===== src/rtl/lsu_pkg.sv =====
// Shared types and decode helpers for the load/store memory-access stage.
package lsu_pkg;

    typedef enum logic [1:0] {
        StIdle,
        StReq,
        StResp,
        StDone
    } lsu_state_e;

    localparam logic [2:0] Funct3B  = 3'b000;
    localparam logic [2:0] Funct3H  = 3'b001;
    localparam logic [2:0] Funct3W  = 3'b010;
    localparam logic [2:0] Funct3Bu = 3'b100;
    localparam logic [2:0] Funct3Hu = 3'b101;

    localparam logic [1:0] CauseNone     = 2'b00;
    localparam logic [1:0] CauseMisalign = 2'b01;
    localparam logic [1:0] CauseTimeout  = 2'b10;
    localparam logic [1:0] CauseIllegal  = 2'b11;

    // Unsigned variants only make sense for loads.
    function automatic logic f3_illegal(input logic [2:0] f3, input logic is_store);
        case (f3)
            Funct3B, Funct3H, Funct3W: return 1'b0;
            Funct3Bu, Funct3Hu:        return is_store;
            default:                   return 1'b1;
        endcase
    endfunction

    function automatic logic f3_misaligned(input logic [2:0] f3, input logic [1:0] off);
        case (f3[1:0])
            2'b01:   return off[0];
            2'b10:   return (off != 2'b00);
            default: return 1'b0;
        endcase
    endfunction

endpackage


===== src/rtl/lsu_lane_align.sv =====
// Byte-lane steering: store byte enables and replication, load right-shift to bit 0.
module lsu_lane_align (
    input  logic [1:0]  i_size,
    input  logic [1:0]  i_st_off,
    input  logic [31:0] i_wdata,
    input  logic [1:0]  i_ld_off,
    input  logic [31:0] i_rdata,
    output logic [3:0]  o_be,
    output logic [31:0] o_wdata,
    output logic [31:0] o_ldata
);

    always_comb begin
        o_be    = 4'b1111;
        o_wdata = i_wdata;
        case (i_size)
            2'b00: begin
                o_be    = 4'b0001 << i_st_off;
                o_wdata = {4{i_wdata[7:0]}};
            end
            2'b01: begin
                o_be    = 4'b0011 << i_st_off;
                o_wdata = {2{i_wdata[15:0]}};
            end
            default: begin
                o_be    = 4'b1111;
                o_wdata = i_wdata;
            end
        endcase
    end

    assign o_ldata = i_rdata >> {i_ld_off, 3'b000};

endmodule


===== src/rtl/lsu_mem_access.sv =====
// Load/store memory-access stage: alignment/legality check, bus handshake with
// watchdog, and lane-shifted load data handed to the load extender.
module lsu_mem_access
    import lsu_pkg::*;
#(
    parameter int unsigned TIMEOUT_CYCLES = 64
) (
    input  logic        clk,
    input  logic        reset_n,
    input  logic        MemValid,
    input  logic        MemWrite,
    input  logic [2:0]  funct3,
    input  logic [31:0] Addr,
    input  logic [31:0] WriteData,
    output logic        Stall,
    output logic        Done,
    output logic [31:0] LoadData,
    output logic [2:0]  LoadFunct3,
    output logic        Fault,
    output logic [1:0]  FaultCause,
    output logic        DMemReq,
    output logic        DMemWe,
    output logic [31:0] DMemAddr,
    output logic [3:0]  DMemBe,
    output logic [31:0] DMemWData,
    input  logic        DMemGnt,
    input  logic        DMemRValid,
    input  logic [31:0] DMemRData
);

    lsu_state_e  r_state, w_state_d;
    logic        r_we, w_we_d;
    logic [2:0]  r_funct3, w_funct3_d;
    logic [1:0]  r_off, w_off_d;
    logic [31:0] r_cnt, w_cnt_d;
    logic        r_done, w_done_d;
    logic        r_fault, w_fault_d;
    logic [1:0]  r_cause, w_cause_d;
    logic [31:0] r_ldata, w_ldata_d;
    logic [2:0]  r_lfunct3, w_lfunct3_d;
    logic        r_req, w_req_d;
    logic        r_dwe, w_dwe_d;
    logic [31:0] r_daddr, w_daddr_d;
    logic [3:0]  r_be, w_be_d;
    logic [31:0] r_wdata, w_wdata_d;

    logic [3:0]  w_be;
    logic [31:0] w_wdata;
    logic [31:0] w_ldata;
    logic [31:0] w_cnt_inc;
    logic        w_timeout;

    lsu_lane_align u_lane_align (
        .i_size   (funct3[1:0]),
        .i_st_off (Addr[1:0]),
        .i_wdata  (WriteData),
        .i_ld_off (r_off),
        .i_rdata  (DMemRData),
        .o_be     (w_be),
        .o_wdata  (w_wdata),
        .o_ldata  (w_ldata)
    );

    assign w_cnt_inc = r_cnt + 32'd1;
    assign w_timeout = (TIMEOUT_CYCLES != 0) && (w_cnt_inc == TIMEOUT_CYCLES);

    always_comb begin
        w_state_d   = r_state;
        w_we_d      = r_we;
        w_funct3_d  = r_funct3;
        w_off_d     = r_off;
        w_cnt_d     = r_cnt;
        w_done_d    = 1'b0;
        w_fault_d   = r_fault;
        w_cause_d   = r_cause;
        w_ldata_d   = r_ldata;
        w_lfunct3_d = r_lfunct3;
        w_req_d     = r_req;
        w_dwe_d     = r_dwe;
        w_daddr_d   = r_daddr;
        w_be_d      = r_be;
        w_wdata_d   = r_wdata;

        unique case (r_state)
            StIdle: begin
                if (MemValid) begin
                    w_we_d     = MemWrite;
                    w_funct3_d = funct3;
                    w_off_d    = Addr[1:0];
                    if (f3_illegal(funct3, MemWrite) || f3_misaligned(funct3, Addr[1:0])) begin
                        w_state_d   = StDone;
                        w_done_d    = 1'b1;
                        w_fault_d   = 1'b1;
                        w_cause_d   = f3_illegal(funct3, MemWrite) ? CauseIllegal : CauseMisalign;
                        w_ldata_d   = 32'h0;
                        w_lfunct3_d = funct3;
                    end else begin
                        w_state_d = StReq;
                        w_cnt_d   = 32'h0;
                        w_req_d   = 1'b1;
                        w_dwe_d   = MemWrite;
                        w_daddr_d = {Addr[31:2], 2'b00};
                        // Loads fetch the whole word; lanes are picked on return.
                        w_be_d    = MemWrite ? w_be : 4'b0000;
                        w_wdata_d = MemWrite ? w_wdata : 32'h0;
                    end
                end
            end
            StReq: begin
                if (DMemGnt) begin
                    w_req_d = 1'b0;
                    w_cnt_d = w_cnt_inc;
                    if (r_we) begin
                        w_state_d   = StDone;
                        w_done_d    = 1'b1;
                        w_fault_d   = 1'b0;
                        w_cause_d   = CauseNone;
                        w_ldata_d   = 32'h0;
                        w_lfunct3_d = r_funct3;
                    end else begin
                        w_state_d = StResp;
                    end
                end else if (w_timeout) begin
                    w_req_d     = 1'b0;
                    w_state_d   = StDone;
                    w_done_d    = 1'b1;
                    w_fault_d   = 1'b1;
                    w_cause_d   = CauseTimeout;
                    w_ldata_d   = 32'h0;
                    w_lfunct3_d = r_funct3;
                end else begin
                    w_cnt_d = w_cnt_inc;
                end
            end
            StResp: begin
                if (DMemRValid) begin
                    w_state_d   = StDone;
                    w_done_d    = 1'b1;
                    w_fault_d   = 1'b0;
                    w_cause_d   = CauseNone;
                    w_ldata_d   = w_ldata;
                    w_lfunct3_d = r_funct3;
                end else if (w_timeout) begin
                    w_state_d   = StDone;
                    w_done_d    = 1'b1;
                    w_fault_d   = 1'b1;
                    w_cause_d   = CauseTimeout;
                    w_ldata_d   = 32'h0;
                    w_lfunct3_d = r_funct3;
                end else begin
                    w_cnt_d = w_cnt_inc;
                end
            end
            StDone: begin
                w_state_d = StIdle;
            end
            default: begin
                w_state_d = StIdle;
            end
        endcase
    end

    always_ff @(posedge clk or negedge reset_n) begin
        if (!reset_n) begin
            r_state   <= StIdle;
            r_we      <= 1'b0;
            r_funct3  <= 3'b000;
            r_off     <= 2'b00;
            r_cnt     <= 32'h0;
            r_done    <= 1'b0;
            r_fault   <= 1'b0;
            r_cause   <= CauseNone;
            r_ldata   <= 32'h0;
            r_lfunct3 <= 3'b000;
            r_req     <= 1'b0;
            r_dwe     <= 1'b0;
            r_daddr   <= 32'h0;
            r_be      <= 4'b0000;
            r_wdata   <= 32'h0;
        end else begin
            r_state   <= w_state_d;
            r_we      <= w_we_d;
            r_funct3  <= w_funct3_d;
            r_off     <= w_off_d;
            r_cnt     <= w_cnt_d;
            r_done    <= w_done_d;
            r_fault   <= w_fault_d;
            r_cause   <= w_cause_d;
            r_ldata   <= w_ldata_d;
            r_lfunct3 <= w_lfunct3_d;
            r_req     <= w_req_d;
            r_dwe     <= w_dwe_d;
            r_daddr   <= w_daddr_d;
            r_be      <= w_be_d;
            r_wdata   <= w_wdata_d;
        end
    end

    assign Stall      = MemValid && !r_done;
    assign Done       = r_done;
    assign LoadData   = r_ldata;
    assign LoadFunct3 = r_lfunct3;
    assign Fault      = r_fault;
    assign FaultCause = r_cause;
    assign DMemReq    = r_req;
    assign DMemWe     = r_dwe;
    assign DMemAddr   = r_daddr;
    assign DMemBe     = r_be;
    assign DMemWData  = r_wdata;

endmodule


===== config.mk =====
export PLATFORM = sky130hd
export DESIGN_NAME = lsu_mem_access
export DESIGN_NICKNAME = d
export VERILOG_FILES = /design/src/rtl/lsu_pkg.sv /design/src/rtl/lsu_lane_align.sv /design/src/rtl/lsu_mem_access.sv
export SDC_FILE = /design/constraint.sdc
export NUM_CORES = 1
export LEC_CHECK = 0
export CAP_MARGIN = 20
export CORE_ASPECT_RATIO = 0.5
export CORE_UTILIZATION = 50
export CTS_BUF_LIST = sky130_fd_sc_hd__clkbuf_16
export DETAILED_ROUTE_END_ITERATION = 8
export PLACE_DENSITY = 0.88
export SLEW_MARGIN = 10
export SYNTH_ARGS = -nofsm -noshare
export SYNTH_HDL_FRONTEND = slang
export SYNTH_HIERARCHICAL = 1
export SYNTH_SLANG_ARGS = --single-unit
export TNS_END_PERCENT = 1

===== constraint.sdc =====
create_clock -name clk -period 4.2 [get_ports clk]
set_input_delay 0.63 -clock clk [delete_from_list [all_inputs] [get_ports clk]]
set_output_delay 0.63 -clock clk [all_outputs]
set_load 0.005 [all_outputs]

After elaboration in Yosys (flattened, before gate mapping)
Cells that the tools add are included.
Widths: inputs -> output; s select.

cells by class
  add/sub/neg operators = 1
  eq/ne operators = 16
  shift-type cells = 3
  mux-type cells = 67
  bitwise gates (word level) = 1
  reduce and logical (&&, ||, !) cells = 16

operators with widths
  operator               count
  $mux 32                12
  $pmux 32 s3            2
  $pmux 32 s2            1
  $add 32x1->32 const B  1
  $eq 32x7->1 const B    1
  $shr 32x5->32          1
  $mux 1                 24
  $mux 2                 12
  $mux 3                 6
  $reduce_and 4->1       3
  $pmux 3 s3             1
  $ne 2x2->1 const B     4
  $pmux 2 s4             1
  $pmux 4 s2             1
  $eq 2x2->1 const B     3
  $eq 3x3->1 const B     2
  $ne 3x3->1 const B     2
  $pmux 1 s2             3
  $pmux 1 s3             2
  $pmux 2 s3             1
  $eq 2x1->1 const B     2
  $logic_not 2->1        2
  $mux 4                 1
  $reduce_bool 2->1      2
  other kinds (14)       14

storage, ports and cells
  bits in registers = 147
  input bits = 105
  output and inout bits = 110
  logic and storage cells = 119

Depth between registers and ports, before layout
Gate-level depths: netlist of the first run.

  word-level depth = 13
  gate-level depth with buffers = 12
  depth with buffers taken out = 10

Cells and area by module
Netlist of the first run, hierarchy kept.

by module, submodules not included
  module          instances  cells each  area an instance (um2)  sequential area each (um2)
  lsu_mem_access  1          663         7,144.4                 3,678.5
  lsu_lane_align  1          126         1,026.0                 0.0

Worst setup path before layout of the first run
OpenSTA, ideal clock, no wires.

  kind = register to register
  start point = register r_cnt[0]
  end point = register r_ldata[16], in the netlist LoadData[16]
  setup time = 0.121 ns
  arrival = 3.280 ns
  required time = 4.079 ns
  slack = 0.799 ns
  stages on the path, launching flop included = 12
  path buffers = 3
  clock period less this slack = 3.401 ns
  path through = dfrtp_1 > and3_1 > clkbuf_1 > nand3_1 > or4_1 > mux2i_1 > or4_4 > or4_4 > and2_4 > buf_6 > buf_8 > a22o_1

on the way
  longest elaborated chain between the ends = 5
  elaborated cells between the ends (all ways) = 6
  classes of those cells = 1 x add/sub; 1 x eq/ne; 4 x mux

ends and longest elaborated chain
  element                            line                   source
  start: declaration                 lsu_mem_access.sv:35   logic [31:0] r_cnt, w_cnt_d;
  start signal: assignment           lsu_mem_access.sv:185  r_cnt <= w_cnt_d;
  $add 32x1->32 *                    lsu_mem_access.sv:64   assign w_cnt_inc = r_cnt + 32'd1;
  $eq 32x7->1 *                      lsu_mem_access.sv:65   assign w_timeout = (TIMEOUT_CYCLES != 0) && (w_cnt_inc == TIMEOUT_CYCLES);
  $mux 32 *                          --
  $mux 32, on equally long branches  --
  $pmux 32 s3 *                      --
  end signal: assignment             lsu_mem_access.sv:189  r_ldata <= w_ldata_d;
  end: declaration                   lsu_mem_access.sv:39   logic [31:0] r_ldata, w_ldata_d;

Mark *: on every way between the ends. The rest lies on a longest branch, timed or not.
A chain may end at the register's enable or synchronous reset.

Final worst setup path of the first run
  start point = register r_cnt[6]
  end point = register r_ldata[31], in the netlist LoadData[31]

Same word-level chain as after synthesis.

==> metrics.log, run 1 <==
[metrics] result of the run: finished clean
[metrics] layout cells sized above 1: 0.1224
[metrics] achievable frequency: 0.2747 GHz
[metrics] post-detailed-route count of antenna-violating nets: 0
[metrics] maximum fanout count along the critical path: 32
[metrics] post-synthesis cell area: 8170 µm²
[metrics] Avg Inst Size Synth: 10.36 µm²
[metrics] final number of setup-violating endpoints: 0
[metrics] detailed placer's ending HPWL: 15360 µm
[metrics] ranking of synthesized cells by instance count: 147 x sky130_fd_sc_hd__dfrtp_1, 67 x sky130_fd_sc_hd__a22o_1, 65 x sky130_fd_sc_hd__nand2_1
[metrics] R2R depth: 8
[metrics] total congestion overflow after global routing: 0
[metrics] DRC violation count after routing: 0
[metrics] post-synthesis cell type count: 74
[metrics] switching part of the total power: 0.3421
[metrics] worst slew slack as a fraction of its limit: 0.3966
[metrics] Root Buffer Master: sky130_fd_sc_hd__clkbuf_16
[metrics] most common cell in the synthesized netlist: sky130_fd_sc_hd__dfrtp_1
[metrics] wire length on met2: 11060 µm
[metrics] # fillers: 1128
[metrics] overall track demand over capacity in global routing: 0.2805
[metrics] top layer in use: met4
[metrics] proportion of synthesized chip area in sequential cells: 0.4502
[metrics] minimum hold slack: 299.4 ps
[metrics] die area: 16890 µm²
[metrics] number of antenna cells inserted: 0
[metrics] total internal power: 4.460 mW
[metrics] post-synthesis cell count: 789
[metrics] Flop pwr share: 0.321
[metrics] part of the total power dissipated in the clock network: 0.245
[metrics] Starting Density: 0.5206
[metrics] arrival time reported for the critical path endpoint: 3940 ps
[metrics] post-synth top area share: 0.4502
[metrics] source of the worst register-to-register timing path: r_cnt[6]
[metrics] Setup crit end kind: flop
[metrics] biggest area contributors in the synthesized netlist: sky130_fd_sc_hd__dfrtp_1 45%, sky130_fd_sc_hd__a22o_1 7.2%, sky130_fd_sc_hd__mux2_2 6.9%
[metrics] RSZ-0062 raised after global routing: false
[metrics] data required time at the worst endpoint: 4500 ps
[metrics] Site Rows: 32
[metrics] # IOs: 215
[metrics] vias after detailed routing: 7174
[metrics] Die Height: 92.39 µm
[metrics] number of antenna violations at the first check in global routing: 0
[metrics] share of synthesized area spent on multiplexers: 0.1216
[metrics] simple-gate share of the synthesized area: 0.1387
[metrics] maximum number of pins on one net before global-route repair: 100
[metrics] die width: 182.8 µm
[metrics] core area: 15700 µm²
[metrics] combinational family with the most area after synthesis: compound AO/OA/AOI/OAI gates
[metrics] number of port buffers: 212
[metrics] drt total wl: 22920 µm
[metrics] fin. max-slew vios: 0
[metrics] prevailing post-synth register cell: sky130_fd_sc_hd__dfrtp_1
[metrics] hold buffers post-CTS: 0
[metrics] Via-to-Cell Ratio: 6.013
[metrics] Clock Tree Buf Depth: 2
[metrics] Worst Skew: 11.37 ps
[metrics] initial detailed-routing violation count: 592
[metrics] count of flip-flops with a built-in enable after synthesis: 0
[metrics] wire length of the first global-routing pass: 37550 µm
[metrics] met3 wire len: 1905 µm
[metrics] clock tree from TritonCTS: done
[metrics] number of synthesized register bits: 147
[metrics] post_cts resized: 0
[metrics] number of global-route vias before repair: 7354
[metrics] Nets: 1073
[metrics] critical path startpoint category: flop
[metrics] leakage: 4.625 nW
[metrics] Switching Power: 2.320 mW
[metrics] clock-pin slew on the worst setup and hold paths: 70 ps
[metrics] clk sinks: 147
[metrics] Pwr per Cell Area: 626.2 nW/µm²
[metrics] Inserted Clock Buffers: 17
[metrics] Setup CP Type: flop to flop
[metrics] aggregate negative setup slack: 0 ps
[metrics] adder and majority cell fraction of the synthesized area: 0.01225
[metrics] depth of the CTS H-tree: 4
[metrics] slack of the worst reg-to-reg path: 560 ps
[metrics] Area Growth Syn to Fin: 32.51%
[metrics] setup bufs post-CTS: 0
[metrics] max-cap violation count: 0
[metrics] launching element of the worst setup path: r_cnt[6]
[metrics] Async S/R FF share, synth: 1.000
[metrics] detailed-routing iteration count for the pre-antenna-repair pass: 5
[metrics] later-pin clock latency in the skew report: 420 ps
[metrics] detailed-route wire length on metal 1: 9404 µm
[metrics] Synth Area in XOR/XNOR: 0.009648
[metrics] Worst Max-Slew Pin Slew: 905.1 ps
[metrics] Final Cycle Share: 0.8668
[metrics] post-synth top area cell: sky130_fd_sc_hd__dfrtp_1
[metrics] area fraction in compound gates after synthesis: 0.2012
[metrics] number of hold-slack violations in the final timing report: 0
[metrics] worst hold path type: primary input to asynchronous set/reset pin
[metrics] drt wl/cell: 19.21 µm
[metrics] Peak supply drop: 0.3848 mV
[metrics] RePlAce Congestion: 0.8776
[metrics] Worst R2R End: LoadData[31]
[metrics] logic gate share of total power: 0.433
[metrics] post-route minimum period: 3641 ps
[metrics] Yosys warning count: 6
## cell families after synthesis
group / after synthesis
AO/OA/AOI/OAI: 225
AND/OR/NAND/NOR: 221
flip-flops: 147
multiplexers: 93
buffers and inverters: 85
XOR/XNOR: 9
adder cells (fa/ha/maj): 8
other: 1
## final cells by class
| class | instances | area (µm²) | share of cell area |
|---|---|---|---|
| multi-input combinational | 558 | 3966 | 0.3663 |
| sequential | 147 | 3679 | 0.3398 |
| timing repair buffer | 227 | 2236 | 0.2065 |
| clock buffer | 17 | 425.4 | 0.03929 |
| tap | 221 | 276.5 | 0.02554 |
| clock inverter | 14 | 210.2 | 0.01942 |
| inverter | 9 | 33.78 | 0.003120 |
## worst max path at each step
| stage | to | slack, ps | cells after the start |
|---|---|---|---|
| global placement | LoadData[31] | 700 | 11 |
| CTS | LoadData[31] | 650 | 8 |
| finish | LoadData[31] | 560 | 8 |
| detailed placement | LoadData[31] | 600 | 11 |
| global route | LoadData[31] | 450 | 8 |
| floorplan | LoadData[16] | 800 | 11 |
## power groups by stage
stage	Clock (mW)	Sequential (mW)	Combinational, mW
after global placement	0	2.16	2.81
after global routing	1.75	2.24	3.16
after detailed placement	0	2.18	2.87
after CTS	1.68	2.18	2.93
final	1.66	2.18	2.94
after floorplan	0	2.18	1.57
## critical path, stage by stage (launching register included)
cell,delay (ps)
sky130_fd_sc_hd__dfrtp_1,560
sky130_fd_sc_hd__nand4_4,170
sky130_fd_sc_hd__or4_1,730
sky130_fd_sc_hd__nor4_1,470
sky130_fd_sc_hd__xnor2_1,200
sky130_fd_sc_hd__nand4_1,200
sky130_fd_sc_hd__or4_4,600
sky130_fd_sc_hd__and2_4,270
sky130_fd_sc_hd__a22o_2,300
## flip-flops by register name (all words and copies together), names as in the netlist, 3 cells and up
| signal | flops |
|---|---|
| DMemWData | 32 |
| DMemBe | 4 |
| DMemAddr | 30 |
| r_cnt | 32 |
| r_funct3 | 3 |
| LoadFunct3 | 3 |
| LoadData | 32 |
## per-layer routing
metal / track usage / vias up
met4: 0.1049 / 0
met2: 0.4739 / 365
met5: 0 / -
met1: 0.3467 / 3498
met3: 0.07511 / 55
li1: - / 3256
## metrics by stage
step                cell area, µm²  instances    util  worst slack [ps]  total power, mW
global placement             10190       1162  0.6493             704.5            4.969
global route                 10830       1193  0.6898             450.6            7.144
detailed placement           10190       1162  0.6493             605.0            5.054
floorplan                     8174        790       -             799.0            3.750
CTS                          10830       1193  0.6898             646.2            6.790
finish                       10830       1193  0.6898             559.5            6.780
## layout by cell type (no fill, tap or decap), types with 8 or more instances in the layout
cell                              instances
sky130_fd_sc_hd__o21ai_0                 48
sky130_fd_sc_hd__mux2_2                  50
sky130_fd_sc_hd__and2_1                  14
sky130_fd_sc_hd__o21ai_1                  9
sky130_fd_sc_hd__dfrtp_1                147
sky130_fd_sc_hd__o31ai_1                 13
sky130_fd_sc_hd__o2bb2ai_1                9
sky130_fd_sc_hd__clkbuf_16               17
sky130_fd_sc_hd__nor2_1                  47
sky130_fd_sc_hd__a22o_1                  67
sky130_fd_sc_hd__buf_4                   15
sky130_fd_sc_hd__ha_1                     8
sky130_fd_sc_hd__clkdlybuf4s50_1        211
sky130_fd_sc_hd__nand3_1                 19
sky130_fd_sc_hd__and3_1                   8
sky130_fd_sc_hd__mux2i_1                 43
sky130_fd_sc_hd__nor3_1                  10
sky130_fd_sc_hd__inv_1                   10
sky130_fd_sc_hd__a21oi_1                 18
sky130_fd_sc_hd__nor4_1                  10
sky130_fd_sc_hd__nand2_1                 65
sky130_fd_sc_hd__nand4_1                 12
Power figures use the tool's default switching activity.
==> run 2, diff against run 1 <==
--- a/config.mk
+++ b/config.mk
@@ -5,8 +5,8 @@
 export SDC_FILE = /design/constraint.sdc
 export NUM_CORES = 1
 export LEC_CHECK = 0
+export ABC_CLOCK_PERIOD_IN_PS = 4200
 export CAP_MARGIN = 20
-export CORE_ASPECT_RATIO = 0.5
 export CORE_UTILIZATION = 50
 export CTS_BUF_LIST = sky130_fd_sc_hd__clkbuf_16
 export DETAILED_ROUTE_END_ITERATION = 8
==> constraint.sdc (replaced) <==
create_clock -name clk -period 4.2 [get_ports clk]
set_input_delay 0.84 -clock clk [delete_from_list [all_inputs] [get_ports clk]]
set_output_delay 0.84 -clock clk [all_outputs]
set_load 0.005 [all_outputs]
==> metrics.log, run 2 (synthesized netlist as in run 1, its figures left out) <==
[metrics] depth of the CTS H-tree: 4 (unchanged)
[metrics] Area Growth Syn to Fin: 31.61% (was 32.51%)
[metrics] utilization after layout: 0.6745 (was 0.6898)
[metrics] arrival time reported for the critical path endpoint: 3950 ps (was 3940 ps)
[metrics] wire length of the first global-routing pass: 36510 µm (was 37550 µm)
[metrics] data required time at the worst endpoint: 4510 ps (was 4500 ps)
[metrics] # IOs: 215 (unchanged)
[metrics] leakage: 4.580 nW (was 4.625 nW)
[metrics] detailed placer's ending HPWL: 15800 µm (was 15360 µm)
[metrics] delay of the slowest cell on the worst path: 550 ps (was 730 ps)
[metrics] R2R depth: 9 (was 8)
[metrics] met1 routing resource usage after global routing: 0.3349 (was 0.3467)
[metrics] met3 usage in global routing: 0.09717 (was 0.07511)
[metrics] hold buffers post-CTS: 0 (unchanged)
[metrics] cell area after placement: 10200 µm² (was 10190 µm²)
[metrics] number of antenna violations at the first check in global routing: 0 (unchanged)
[metrics] RePlAce Congestion: 0.8995 (was 0.8776)
[metrics] worst hold path type: primary input to asynchronous set/reset pin (unchanged)
[metrics] initial detailed-routing violation count: 600 (was 592)
[metrics] Setup Slack @ Placement: 333.9 ps (was 605.0 ps)
[metrics] number of global-route vias before repair: 7072 (was 7354)
[metrics] fin. max-slew vios: 0 (unchanged)
[metrics] Worst R2R End: r_cnt[2] (was LoadData[31])
[metrics] Placed Cells: 1157 (was 1162)
[metrics] RSZ-0062 raised after global routing: false (unchanged)
[metrics] Inserted Clock Buffers: 17 (unchanged)
[metrics] Worst Max-Slew Pin Slew: 898.6 ps (was 905.1 ps)
[metrics] post-detailed-route count of antenna-violating nets: 0 (unchanged)
[metrics] die area: 16860 µm² (was 16890 µm²)
[metrics] later-pin clock latency in the skew report: 420 ps (about the same)
[metrics] Pwr Total: 6.530 mW (was 6.780 mW)
[metrics] GRT Max-Usage Layer: met2 (unchanged)
[metrics] Design Area, Final: 10750 µm² (was 10830 µm²)
[metrics] vias after detailed routing: 7159 (was 7174)
[metrics] post-route minimum period: 3643 ps (was 3641 ps)
[metrics] maximum fanout count along the critical path: 11 (was 32)
[metrics] clock tree from TritonCTS: done (unchanged)
[metrics] Site Rows: 46 (was 32)
[metrics] clock-pin slew on the worst setup and hold paths: 70 ps (about the same)
[metrics] overall track demand over capacity in global routing: 0.2798 (was 0.2805)
[metrics] final number of setup-violating endpoints: 0 (unchanged)
[metrics] drt wl/cell: 19.18 µm (was 19.21 µm)
[metrics] setup bufs post-CTS: 0 (unchanged)
[metrics] Nets: 1073 (unchanged)
[metrics] drt total wl: 22790 µm (was 22920 µm)
[metrics] worst slew slack as a fraction of its limit: 0.4009 (was 0.3966)
[metrics] commonest cells after routing, fill and taps aside: 211 x sky130_fd_sc_hd__clkdlybuf4s50_1, 147 x sky130_fd_sc_hd__dfrtp_1, 67 x sky130_fd_sc_hd__a22o_1, 65 x sky130_fd_sc_hd__nand2_1, 50 x sky130_fd_sc_hd__mux2_2 (unchanged)
[metrics] DRC violation count after routing: 0 (unchanged)
[metrics] layout cells sized above 1: 0.1214 (was 0.1224)
[metrics] Via-to-Cell Ratio: 6.026 (was 6.013)
[metrics] post_cts resized: 0 (unchanged)
[metrics] minimum hold slack: 419.2 ps (was 299.4 ps)
[metrics] slack of the worst reg-to-reg path: 560 ps (about the same)
[metrics] CP max-delay cell: sky130_fd_sc_hd__or4_4 (was sky130_fd_sc_hd__or4_1)
[metrics] achievable frequency: 0.2745 GHz (was 0.2747 GHz)
[metrics] most common library cell in the layout ignoring fill and taps: sky130_fd_sc_hd__clkdlybuf4s50_1 (unchanged)
[metrics] post-layout instance count excluding filler cells: 1188 (was 1193)
[metrics] number of hold-slack violations in the final timing report: 0 (unchanged)
[metrics] Root Buffer Master: sky130_fd_sc_hd__clkbuf_16 (unchanged)
[metrics] Worst Skew: 12.26 ps (was 11.37 ps)
[metrics] Setup CP Type: flop to flop (unchanged)
[metrics] die width: 129.8 µm (was 182.8 µm)
[metrics] Peak supply drop: 0.4181 mV (was 0.3848 mV)
[metrics] maximum number of pins on one net before global-route repair: 75 (was 100)
[metrics] number of port buffers: 212 (unchanged)
[metrics] max-cap violation count: 0 (unchanged)
[metrics] critical path startpoint category: flop (unchanged)
[metrics] Die Height: 129.8 µm (was 92.39 µm)
[metrics] Cell Chain, Critical Path: nand4_1 -> or3_1 -> or4_1 -> mux2i_1 -> or4_4 -> nor3_2 -> buf_4 -> o21ai_0 -> a221oi_1 (was nand4_4 -> or4_1 -> nor4_1 -> xnor2_1 -> nand4_1 -> or4_4 -> and2_4 -> a22o_2)
[metrics] # fillers: 1178 (was 1128)
[metrics] aggregate negative setup slack: 0 ps (unchanged)
[metrics] Pwr per Cell Area: 607.3 nW/µm² (was 626.2 nW/µm²)
[metrics] Final Cycle Share: 0.8673 (was 0.8668)
[metrics] Setup crit end kind: flop (unchanged)
[metrics] Clock Tree Buf Depth: 2 (unchanged)
[metrics] core area: 15940 µm² (was 15700 µm²)
[metrics] clk sinks: 147 (unchanged)
[metrics] number of antenna cells inserted: 0 (unchanged)
[metrics] result of the run: finished clean (unchanged)
[metrics] crit path setup slack, layout: 557.4 ps (was 559.5 ps)
[metrics] detailed-routing iteration count for the pre-antenna-repair pass: 5 (unchanged)
[metrics] total congestion overflow after global routing: 0 (unchanged)
[metrics] Starting Density: 0.5125 (was 0.5206)
[metrics] source of the worst register-to-register timing path: r_cnt[21] (was r_cnt[6])
[metrics] met2 track demand over resource: 0.4674 (was 0.4739)
-- run 2: cell count changes in the layout (fill, tap and decap cells not counted), sizes merged --
cell,before,now
bufinv,5,1
inv,12,13
clkinv,4,5
clkinvlp,2,4
-- run 2: how the worst max path moves through the flow --
stage | from | cells past startpoint | endpoint | slack [ps]
2_1_floorplan | r_cnt[0] | 11 | LoadData[16] | 800
3_3_place_gp | funct3[0] | 11 | LoadData[31] | 490
3_5_place_dp | funct3[0] | 11 | LoadData[31] | 330
4_1_cts | r_cnt[11] | 9 | r_cnt[2] | 600
5_1_grt | funct3[1] | 11 | LoadData[31] | 380
6_report | r_cnt[21] | 9 | r_cnt[2] | 560
-- run 2: layer usage --
layer	up-vias	share of wire	routed length, µm
li1	3264	-	-
met1	3506	0.39	8989
met2	347	0.49	11240
met3	42	0.089	2019
met4	0	0.024	539
met5	-	0	0
-- run 2: report_power, final --
group | total (mW) | internal, mW | switching [mW]
Clock | 1.44 | 0.818 | 0.623
Combinational | 2.85 | 1.53 | 1.32
Sequential | 2.24 | 1.88 | 0.362
-- run 2: final cells by class --
class                   count  area, µm²  share of cell area
multi-input cells         558       3966              0.3689
flip-flops and latches    147       3679              0.3421
repair buffers            227       2248              0.2091
clock buffers              17      425.4             0.03956
well taps                 216      270.3             0.02513
clock inverters            14      130.1             0.01210
inverters                   9      33.78            0.003142
-- run 2: worst max-delay path: cells and delay by family (launching register included) --
| family | cells | cell delay, ps |
|---|---|---|
| multiplexers | 1 | 160 |
| buffers and inverters | 1 | 260 |
| flip-flops | 1 | 540 |
| AO/OA/AOI/OAI | 2 | 390 |
| AND/OR/NAND/NOR | 5 | 2160 |
==> run 3, diff against run 2 <==
--- a/config.mk
+++ b/config.mk
@@ -9,6 +9,7 @@
 export CAP_MARGIN = 20
 export CORE_UTILIZATION = 50
 export CTS_BUF_LIST = sky130_fd_sc_hd__clkbuf_16
+export CTS_CLUSTER_DIAMETER = 80
 export DETAILED_ROUTE_END_ITERATION = 8
 export PLACE_DENSITY = 0.88
 export SLEW_MARGIN = 10
==> results of run 3 <==
The final DEF is identical to that of run 2; final timing and power are the same.
